**src/rtl/delay_event_sched_pkg.sv**
```systemverilog
// Shared types, default widths and the round-robin search helper for
// the delay event scheduler.
package delay_event_sched_pkg;

    localparam int N_SLOTS_DEF = 4;
    localparam int DW_DEF      = 8;
    localparam int IDW_DEF     = 4;

    // Width of the occupancy count: it must be able to hold N_SLOTS itself
    localparam int OCC_W_DEF   = $clog2(N_SLOTS_DEF + 1);

    // Pending-event slot layout at the default widths; the slot counter
    // declares the same layout at its own parameterised widths.
    typedef struct packed {
        logic                valid;
        logic [DW_DEF-1:0]   cnt;
        logic [IDW_DEF-1:0]  id;
    } slot_t;

    // Round-robin first-set search over the low n bits of req, starting at
    // ptr and wrapping. Result bit 4 = found, bits 3:0 = chosen index.
    function automatic logic [4:0] rr_first_set(input logic [15:0] req,
                                                input logic [3:0]  ptr,
                                                input int          n);
        logic [4:0] res;
        int         j;
        res = '0;
        for (int i = 0; i < 16; i++) begin
            if (i < n) begin
                j = (int'(ptr) + i) % n;
                if (!res[4] && req[4'(j)]) begin
                    res = {1'b1, 4'(j)};
                end
            end
        end
        return res;
    endfunction

endpackage

```
**src/rtl/sched_slot_counter.sv**
```systemverilog
// One pending-event slot: loads a delay and ID, counts down to zero,
// reports eligibility, and frees on issue or flush.
module sched_slot_counter
    import delay_event_sched_pkg::*;
#(
    parameter int DW  = DW_DEF,
    parameter int IDW = IDW_DEF
) (
    input  logic           clk,
    input  logic           rst,
    input  logic           i_flush,
    input  logic           i_load,
    input  logic [DW-1:0]  i_delay,
    input  logic [IDW-1:0] i_id,
    input  logic           i_clear,
    output logic           o_valid,
    output logic           o_eligible,
    output logic [IDW-1:0] o_id
);

    typedef struct packed {
        logic           valid;
        logic [DW-1:0]  cnt;
        logic [IDW-1:0] id;
    } slot_q_t;

    slot_q_t r_slot;

    // Slot state: flush beats load, load only happens into a free slot so
    // it never coincides with clear, and the counter saturates at zero.
    always_ff @(posedge clk or negedge rst) begin
        if (!rst) begin
            r_slot <= '0;
        end else if (i_flush) begin
            r_slot.valid <= 1'b0;
        end else if (i_load) begin
            r_slot <= '{valid: 1'b1, cnt: i_delay, id: i_id};
        end else if (i_clear) begin
            r_slot.valid <= 1'b0;
        end else if (r_slot.valid && (r_slot.cnt != '0)) begin
            r_slot.cnt <= r_slot.cnt - DW'(1);
        end
    end

    assign o_valid    = r_slot.valid;
    assign o_eligible = r_slot.valid && (r_slot.cnt == '0);
    assign o_id       = r_slot.id;

endmodule

```
**src/rtl/delay_event_scheduler.sv**
```systemverilog
// Cycle-counted event scheduler: N_SLOTS countdown slots, lowest-free
// allocation, round-robin issue of expired events through a valid/ready
// output register.
module delay_event_scheduler
    import delay_event_sched_pkg::*;
#(
    parameter int N_SLOTS = N_SLOTS_DEF,
    parameter int DW      = DW_DEF,
    parameter int IDW     = IDW_DEF
) (
    input  logic                           clk,
    input  logic                           rst,
    input  logic                           flush,
    input  logic                           req_valid,
    output logic                           req_ready,
    input  logic [DW-1:0]                  req_delay,
    input  logic [IDW-1:0]                 req_id,
    output logic                           fire_valid,
    input  logic                           fire_ready,
    output logic [IDW-1:0]                 fire_id,
    output logic [$clog2(N_SLOTS+1)-1:0]   occupancy,
    output logic                           busy
);

    localparam int PW = $clog2(N_SLOTS);
    localparam int OW = $clog2(N_SLOTS + 1);

    logic [N_SLOTS-1:0] w_valid;
    logic [N_SLOTS-1:0] w_elig;
    logic [N_SLOTS-1:0] w_load;
    logic [N_SLOTS-1:0] w_clear;
    logic [IDW-1:0]     w_slot_id [N_SLOTS];
    logic [PW-1:0]      w_alloc;
    logic [PW-1:0]      w_pick;
    logic [4:0]         w_rr;
    logic               w_any_free;
    logic               w_accept;
    logic               w_found;
    logic               w_loadable;
    logic               w_issue;
    logic [OW-1:0]      w_occ;

    logic [PW-1:0]      r_ptr;
    logic               r_fire_valid;
    logic [IDW-1:0]     r_fire_id;

    for (genvar g = 0; g < N_SLOTS; g++) begin : g_slot
        sched_slot_counter #(.DW(DW), .IDW(IDW)) u_slot (
            .clk        (clk),
            .rst        (rst),
            .i_flush    (flush),
            .i_load     (w_load[g]),
            .i_delay    (req_delay),
            .i_id       (req_id),
            .i_clear    (w_clear[g]),
            .o_valid    (w_valid[g]),
            .o_eligible (w_elig[g]),
            .o_id       (w_slot_id[g])
        );
    end

    // Lowest-index free slot; scanning downward lets the lowest win.
    always_comb begin
        w_alloc    = '0;
        w_any_free = 1'b0;
        for (int i = N_SLOTS - 1; i >= 0; i--) begin
            if (!w_valid[i]) begin
                w_alloc    = PW'(i);
                w_any_free = 1'b1;
            end
        end
    end

    assign req_ready  = w_any_free && !flush;
    assign w_accept   = req_valid && req_ready;

    assign w_rr       = rr_first_set(16'(w_elig), 4'(r_ptr), N_SLOTS);
    assign w_found    = w_rr[4];
    assign w_pick     = PW'(w_rr[3:0]);
    assign w_loadable = !r_fire_valid || fire_ready;
    assign w_issue    = w_loadable && w_found && !flush;

    // Per-slot load and clear strobes decoded from the chosen indices.
    always_comb begin
        w_load  = '0;
        w_clear = '0;
        for (int i = 0; i < N_SLOTS; i++) begin
            w_load[i]  = w_accept && (w_alloc == PW'(i));
            w_clear[i] = w_issue  && (w_pick  == PW'(i));
        end
    end

    // Output register: holds under backpressure, refills or empties when
    // the consumer has taken the current event.
    always_ff @(posedge clk or negedge rst) begin
        if (!rst) begin
            r_fire_valid <= 1'b0;
            r_fire_id    <= '0;
        end else if (flush) begin
            r_fire_valid <= 1'b0;
        end else if (w_loadable) begin
            r_fire_valid <= w_found;
            if (w_found) begin
                r_fire_id <= w_slot_id[w_pick];
            end
        end
    end

    // Round-robin pointer advances past each issued slot; flush leaves it.
    always_ff @(posedge clk or negedge rst) begin
        if (!rst) begin
            r_ptr <= '0;
        end else if (w_issue) begin
            r_ptr <= PW'((int'(w_pick) + 1) % N_SLOTS);
        end
    end

    // Occupancy is the population count of valid slots.
    always_comb begin
        w_occ = '0;
        for (int i = 0; i < N_SLOTS; i++) begin
            w_occ = w_occ + OW'(w_valid[i]);
        end
    end

    assign fire_valid = r_fire_valid;
    assign fire_id    = r_fire_id;
    assign occupancy  = w_occ;
    assign busy       = (w_occ != '0) || r_fire_valid;

endmodule

```
**config.mk**
```make
export PLATFORM = sky130hd
export DESIGN_NAME = delay_event_scheduler
export DESIGN_NICKNAME = d
export VERILOG_FILES = /design/src/rtl/delay_event_sched_pkg.sv /design/src/rtl/sched_slot_counter.sv /design/src/rtl/delay_event_scheduler.sv
export SDC_FILE = /design/constraint.sdc
export NUM_CORES = 1
export LEC_CHECK = 0
export ABC_AREA = 1
export CAP_MARGIN = 20
export CORE_ASPECT_RATIO = 0.9
export CORE_MARGIN = 2
export CORE_UTILIZATION = 55
export DETAILED_ROUTE_END_ITERATION = 7
export PLACE_DENSITY = 0.72
export SETUP_SLACK_MARGIN = 0.15
export SYNTH_ARGS = -nofsm -noshare
export SYNTH_HDL_FRONTEND = slang
export SYNTH_SLANG_ARGS = --single-unit
```
**constraint.sdc**
```tcl
create_clock -name clk -period 2.55 [get_ports clk]
set_input_delay 0.255 -clock clk [delete_from_list [all_inputs] [get_ports clk]]
set_output_delay 0.255 -clock clk [all_outputs]
set_load 0.02 [all_outputs]
```
==> impl_metrics.json, run 1 <==
{
  "drive_gt1_frac": 0.166,
  "fillers": 608,
  "skew_ps": 10.1,
  "cts_tree": "yes",
  "critPathTopFamily": "adder cells",
  "dp_cells": 640,
  "p_int_uw": 2400,
  "hold_path_class": "input port to async pin",
  "tightest_slew_ps": 438,
  "p_leak_uw": 0.00216,
  "fin_crit_sh": 0.988,
  "synth_area_leaders": "dfrtp_1 (38%), nand2_1 (13%), nand3_1 (6.8%), inv_1 (5.7%), o21ai_0 (5.0%)",
  "grtUsageMet3": 0.0560,
  "syn_area_mm2": 0.00390,
  "required_ps": 2300,
  "grt_pass1_wl_mm": 16.2,
  "drcViolationCount": 0,
  "path_cells": "inv_2 -> fa_1 -> inv_1 -> ha_2 -> ha_4 -> or4_4 -> buf_6",
  "timing.fmax_mhz": 397,
  "insertion_delay_ps": 350,
  "rr_worst_depth": 16,
  "critPathLaunchType": "flop",
  "instances_no_fill": 658,
  "start_util": 0.559,
  "finalSetupTns_ps": 0,
  "core_mm2": 0.00697,
  "grt.met2_usage": 0.401,
  "io_pins": 27,
  "max_stage_delay_ps": 520,
  "status": "complete, no violations",
  "seq_power_share": 0.353,
  "grtUsageTotal": 0.263,
  "setup_viol": 0,
  "nets": 588,
  "ir_drop_uv": 550,
  "drt_pass1_iterations": 5,
  "path_clk_slew_ps": 80,
  "cts-root-buf": "clkbuf_8",
  "grt_pass1_vias": 3420,
  "slew_violations": 0,
  "ant_nets": 0,
  "regToRegEndpoint": "fire_id[3]",
  "grt_max_degree": 25,
  "p_per_area_mw_per_mm2": 929,
  "ys_types": 38,
  "layout_min_cycle_time_ps": 2520,
  "crit_type": "flop to output pin",
  "antenna_found_initial": 0,
  "busiest_layer": "met2",
  "drtIter0Drc": 214,
  "clockPowerShare": 0.192,
  "multi_input_area_mm2": 0.00215,
  "switching_share": 0.436,
  "wire_per_inst_um": 13.9,
  "crit_end": "busy",
  "grt_setup_unrepaired": "yes",
  "yosysWarnings": 0,
  "regArea_mm2": 0.00148,
  "cts_num_sinks": 59,
  "dp_hpwl_mm": 6.78,
  "dieWidth_um": 92.7,
  "place.gp.congestion": 0.899,
  "rr_startpoint": "g_slot[1].u_slot.r_slot[5]",
  "rows": 29,
  "synthToLayoutAreaGrowth_pct": 17.3,
  "antenna_cells": 0,
  "htreeDepth": 3,
  "grtUsageMet1": 0.383,
  "max-slew-margin-rel": 0.708,
  "worstSetupStartpoint": "g_slot[0].u_slot.o_valid",
  "hold_ws_ps": 335,
  "routed_wl_mm": 9.15,
  "synth-seq-area-share": 0.379,
  "syn_avg_cell_area_um2": 7.52,
  "crit_slowest_cell": "fa_1",
  "cp.depth": 7,
  "crit_fanout": 2,
  "portBuffers": 26,
  "yosysTopAreaCell": "dfrtp_1",
  "p_switching_uw": 1850,
  "die_h_um": 83.8,
  "hold_viol_final": 0,
  "viasPerCell": 5.31,
  "drv_cap": 0,
  "cts_buffer_depth": 2,
  "syn-num-nets": 546,
  "arrival_ps": 2260,
  "ff2ff_setup_slack_ps": 340,
  "vias": 3494,
  "cp.buffers_inverters": 3,
  "synth_top_area_frac": 0.379,
  "grt_overflow_total": 0,
  "pwr-share-comb": 0.456,
  "cts_buffers": 9,
  "synth-seq-cells": 59,
  "worstSetupEndpointType": "output pin",
  "syn_inst": 518,
  "fp.dieArea_mm2": 0.00777
}
-- metrics by stage --
| step | cell area [µm²] | util | power [µW] | setup WS [ps] |
|---|---|---|---|---|
| after floorplan | 3900 | - | 2920 | 155 |
| after CTS | 4530 | 0.650 | 4220 | 23.3 |
| final | 4570 | 0.656 | 4240 | 31.2 |
| after detailed placement | 4310 | 0.619 | 3390 | -110 |
| after global routing | 4570 | 0.656 | 4610 | -43.6 |
| after global placement | 4310 | 0.619 | 3340 | -95.7 |
-- flip-flops by register name (all words and copies together), names as in the netlist --
signal                 cells
r_ptr                      2
g_slot.u_slot.r_slot      32
g_slot.u_slot.o_valid      4
fire_id                    4
g_slot.u_slot.o_id        16
fire_valid                 1
-- timing repair --
item,CTS,global route
resized for setup,12,13
gates cloned,0,0
setup endpoints to repair,4,11
hold buffers,1,0
setup buffers,1,0
endpoints found under the hold margin,13,0
pin swaps,1,3
-- worst min path at each step --
stage / cells after the start / end / slack [ps] / start
global placement: 1 / g_slot[0].u_slot.r_slot[11] / 180 / rst
floorplan: 0 / fire_id[0] / -40 / rst
CTS: 2 / g_slot[0].u_slot.r_slot[11] / 350 / rst
global route: 2 / g_slot[0].u_slot.r_slot[11] / 370 / rst
finish: 2 / g_slot[0].u_slot.r_slot[11] / 330 / rst
detailed placement: 1 / g_slot[0].u_slot.r_slot[11] / 190 / rst
-- final cells by class --
type,count,share of cell area
sequential,59,0.323
inverter,65,0.0534
tap,93,0.0255
multi-input combinational,380,0.470
timing repair buffer,45,0.0873
clock buffer,11,0.0331
clock inverter,5,0.00794
-- kinds of logic (layout without fill, tap and decap cells) --
kind of cell               count (synthesis)  after routing  synth area share
and+or+nand+nor                          263            263             0.318
AOI/OAI and AO/OA                         86             86             0.130
buffers and inverters                     79            126            0.0857
DFF                                       59             59             0.379
xor gates and xnor gates                  20             20            0.0498
adders and majority gates                 11             11            0.0373
-- synth_stat cells --
cell      instances
xnor2_1           5
o21ai_1           8
o22ai_1           1
o211ai_1         15
clkbuf_1          2
and2_4            1
nand3_2           1
nor2_4            5
nor3_2            2
nand2_1         130
buf_4             4
o21ai_0          39
nand3_1          53
nand4_1           2
clkinv_1          1
nand2_4           2
o21ai_4           1
fa_1              1
a31oi_1          10
ha_1             10
inv_1            59
nor2_2           13
buf_2             6
xnor2_4           1
a21oi_1           8
nor2_8            2
buf_6             2
nand2_2          11
or3_1             2
a21oi_2           2
or4_1             1
nor2_1           35
xor2_1           14
o221ai_1          1
dfrtp_1          59
nor3_1            3
inv_2             5
o31ai_1           1
-- layer usage --
metal  vias to the layer above  routed length (µm)
met5                         -                   0
met2                        76                4160
met4                         0                 100
li1                       1766                   -
met1                      1642                4500
met3                        10                 381
-- layout by cell type, fill, tap and decap left out, types with 12 or more instances in the layout --
master           count
dfrtp_1             59
nand2_2             12
inv_1               55
nand3_1             50
nor2_1              35
buf_4               18
o21ai_0             39
nand2_1            128
xor2_1              14
o211ai_1            15
clkdlybuf4s50_1     21
-- power by group through the flow --
stage	registers (µW)	logic (µW)	clock network, µW
floorplan	1460	1460	0
global placement	1500	1840	0
detailed placement	1510	1880	0
CTS	1490	1900	828
global route	1540	2210	870
finish	1500	1930	814
(Power assumes the default switching activity.)
==> run 2: changes to the inputs <==
CELL_PAD_IN_SITES_DETAIL_PLACEMENT = 0   (was default)
CELL_PAD_IN_SITES_GLOBAL_PLACEMENT = 1   (was default)
CORE_UTILIZATION = 44   (was 55)
GPL_TIMING_DRIVEN = 0   (was default)
PLACE_DENSITY = 0.77   (was 0.72)
==> run 2 against run 1 <==
The flow now finishes with violations (hold timing, setup timing). Worst hold slack lost 350 ps. Utilization is 11 points lower. Via count increased by 0.37%. Highest routed layer unchanged.
==> impl_metrics.json, run 2 (synthesis gave the netlist of run 1 again) <==
{
  "required_ps": 2300,
  "htreeDepth": 3,
  "setup_slack_ps": -44.2,
  "placed_area_mm2": 0.00430,
  "finalSetupTns_ps": -44.2,
  "hold_path_class": "input port to async pin",
  "wire_per_inst_um": 14.4,
  "nets": 590,
  "cts_buffers": 9,
  "cts_buffer_depth": 2,
  "hold_viol_final": 18,
  "cts-hold-fix-buffers": 0,
  "status": "finished with violations",
  "start_util": 0.455,
  "fin_area_mm2": 0.00467,
  "postLayoutCoreUtil": 0.545,
  "slew_violations": 0,
  "cts_tree": "yes",
  "layout_common_cells": "nand2_1 (128), dfrtp_1 (57), inv_1 (52)",
  "ff2ff_setup_slack_ps": 380,
  "regToRegEndpoint": "fire_id[1]",
  "largest-register": "g_slot.u_slot.r_slot",
  "hold_ws_ps": -17.6,
  "crit_fanout": 3,
  "drtIter0Drc": 133,
  "largest_reg_flops": 32,
  "grtUsageTotal": 0.227,
  "worstSetupEndpointType": "output pin",
  "p_leak_uw": 0.00218,
  "grt_pass1_wl_mm": 16.8,
  "rr_startpoint": "g_slot[3].u_slot.r_slot[5]",
  "ant_nets": 0,
  "ir_drop_uv": 453,
  "arrival_ps": 2340,
  "insertion_delay_ps": 340,
  "skew_ps": 7.87,
  "die_h_um": 93.3,
  "timing.fmax_mhz": 385,
  "violations": "hold timing, setup timing",
  "synthToLayoutAreaGrowth_pct": 19.9,
  "crit_type": "flop to output pin",
  "critPathLaunchType": "flop",
  "layout_min_cycle_time_ps": 2590,
  "core_mm2": 0.00857,
  "drive_gt1_frac": 0.187,
  "antenna_found_initial": 0,
  "grt_max_degree": 60,
  "dp_hpwl_mm": 7.21,
  "fillers": 899,
  "antenna_cells": 0,
  "dieWidth_um": 103,
  "rr_worst_depth": 17,
  "fin_crit_sh": 1.02,
  "viasPerCell": 5.11,
  "rows": 32,
  "setup_viol": 1,
  "cts_num_sinks": 59,
  "io_pins": 27,
  "portBuffers": 25,
  "max-slew-margin-rel": 0.486,
  "drcViolationCount": 0,
  "grt_overflow_total": 0,
  "fp.dieArea_mm2": 0.00962,
  "drv_cap": 0,
  "grt_setup_unrepaired": "yes",
  "vias": 3507,
  "cts-root-buf": "clkbuf_8",
  "place.gp.congestion": 0.819,
  "routed_wl_mm": 9.90,
  "path_clk_slew_ps": 70,
  "p_per_area_mw_per_mm2": 958,
  "layout_commonest_cell": "nand2_1",
  "grt_pass1_vias": 3450,
  "drt_pass1_iterations": 4,
  "tightest_slew_ps": 771
}
## run 2: critical path: stages, from the launching register on
cell	delay [ps]
dfrtp_1	360
clkbuf_8	140
inv_4	30
fa_1	490
inv_2	50
ha_4	150
ha_4	230
or4_4	410
buf_6	150
## run 2: how the worst max path moves through the flow
stage / endpoint / slack (ps) / startpoint / depth (start not counted)
finish: busy / -40 / g_slot[0].u_slot.o_valid / 8
global placement: g_slot[2].u_slot.o_id[3] / -860 / rst / 1
CTS: busy / -50 / g_slot[0].u_slot.o_valid / 8
detailed placement: busy / -430 / g_slot[1].u_slot.o_valid / 7
floorplan: busy / 150 / g_slot[0].u_slot.o_valid / 7
global route: busy / -120 / g_slot[0].u_slot.o_valid / 8
## run 2: per-layer routing
metal  vias to the layer above  track usage  share of wire
li1                       1774            -              -
met1                      1652        0.330           0.51
met2                        67        0.344           0.44
met3                        14       0.0433          0.037
met4                         0       0.0614          0.014
met5                         -            0              0
## run 2: power breakdown
group	total (µW)	switching, µW	internal (µW)	leakage, µW
Combinational	2150	1300	851	0.00141
Clock	875	420	456	0.0000923
Sequential	1450	212	1240	0.000682
## run 2: cell type report
class	instances	area [µm²]	share of cell area
multi-input combinational	380	2180	0.467
clock inverter	7	75.1	0.0161
sequential	59	1480	0.317
timing repair buffer	33	314	0.0672
buffer	14	100	0.0214
clock buffer	9	124	0.0265
tap	119	149	0.0319
inverter	65	246	0.0528
## run 2: metrics by stage
stage / total power (µW) / hold slack (ps) / std cells / setup WS (ps)
after floorplan: 2920 / -40.6 / 518 / 155
after global routing: 4860 / 35.0 / 686 / -122
final: 4470 / -17.6 / 686 / -44.2
after CTS: 4340 / 10.2 / 682 / -54.1
after global placement: 3390 / 466 / 662 / -857
after detailed placement: 3410 / 391 / 662 / -433
## run 2: what timing repair did
action                     CTS  global route
pin swaps                    3             5
gates resized for setup     22            20
cloned                       0             0
setup endpoints to repair    4            11
setup buffers                4             4
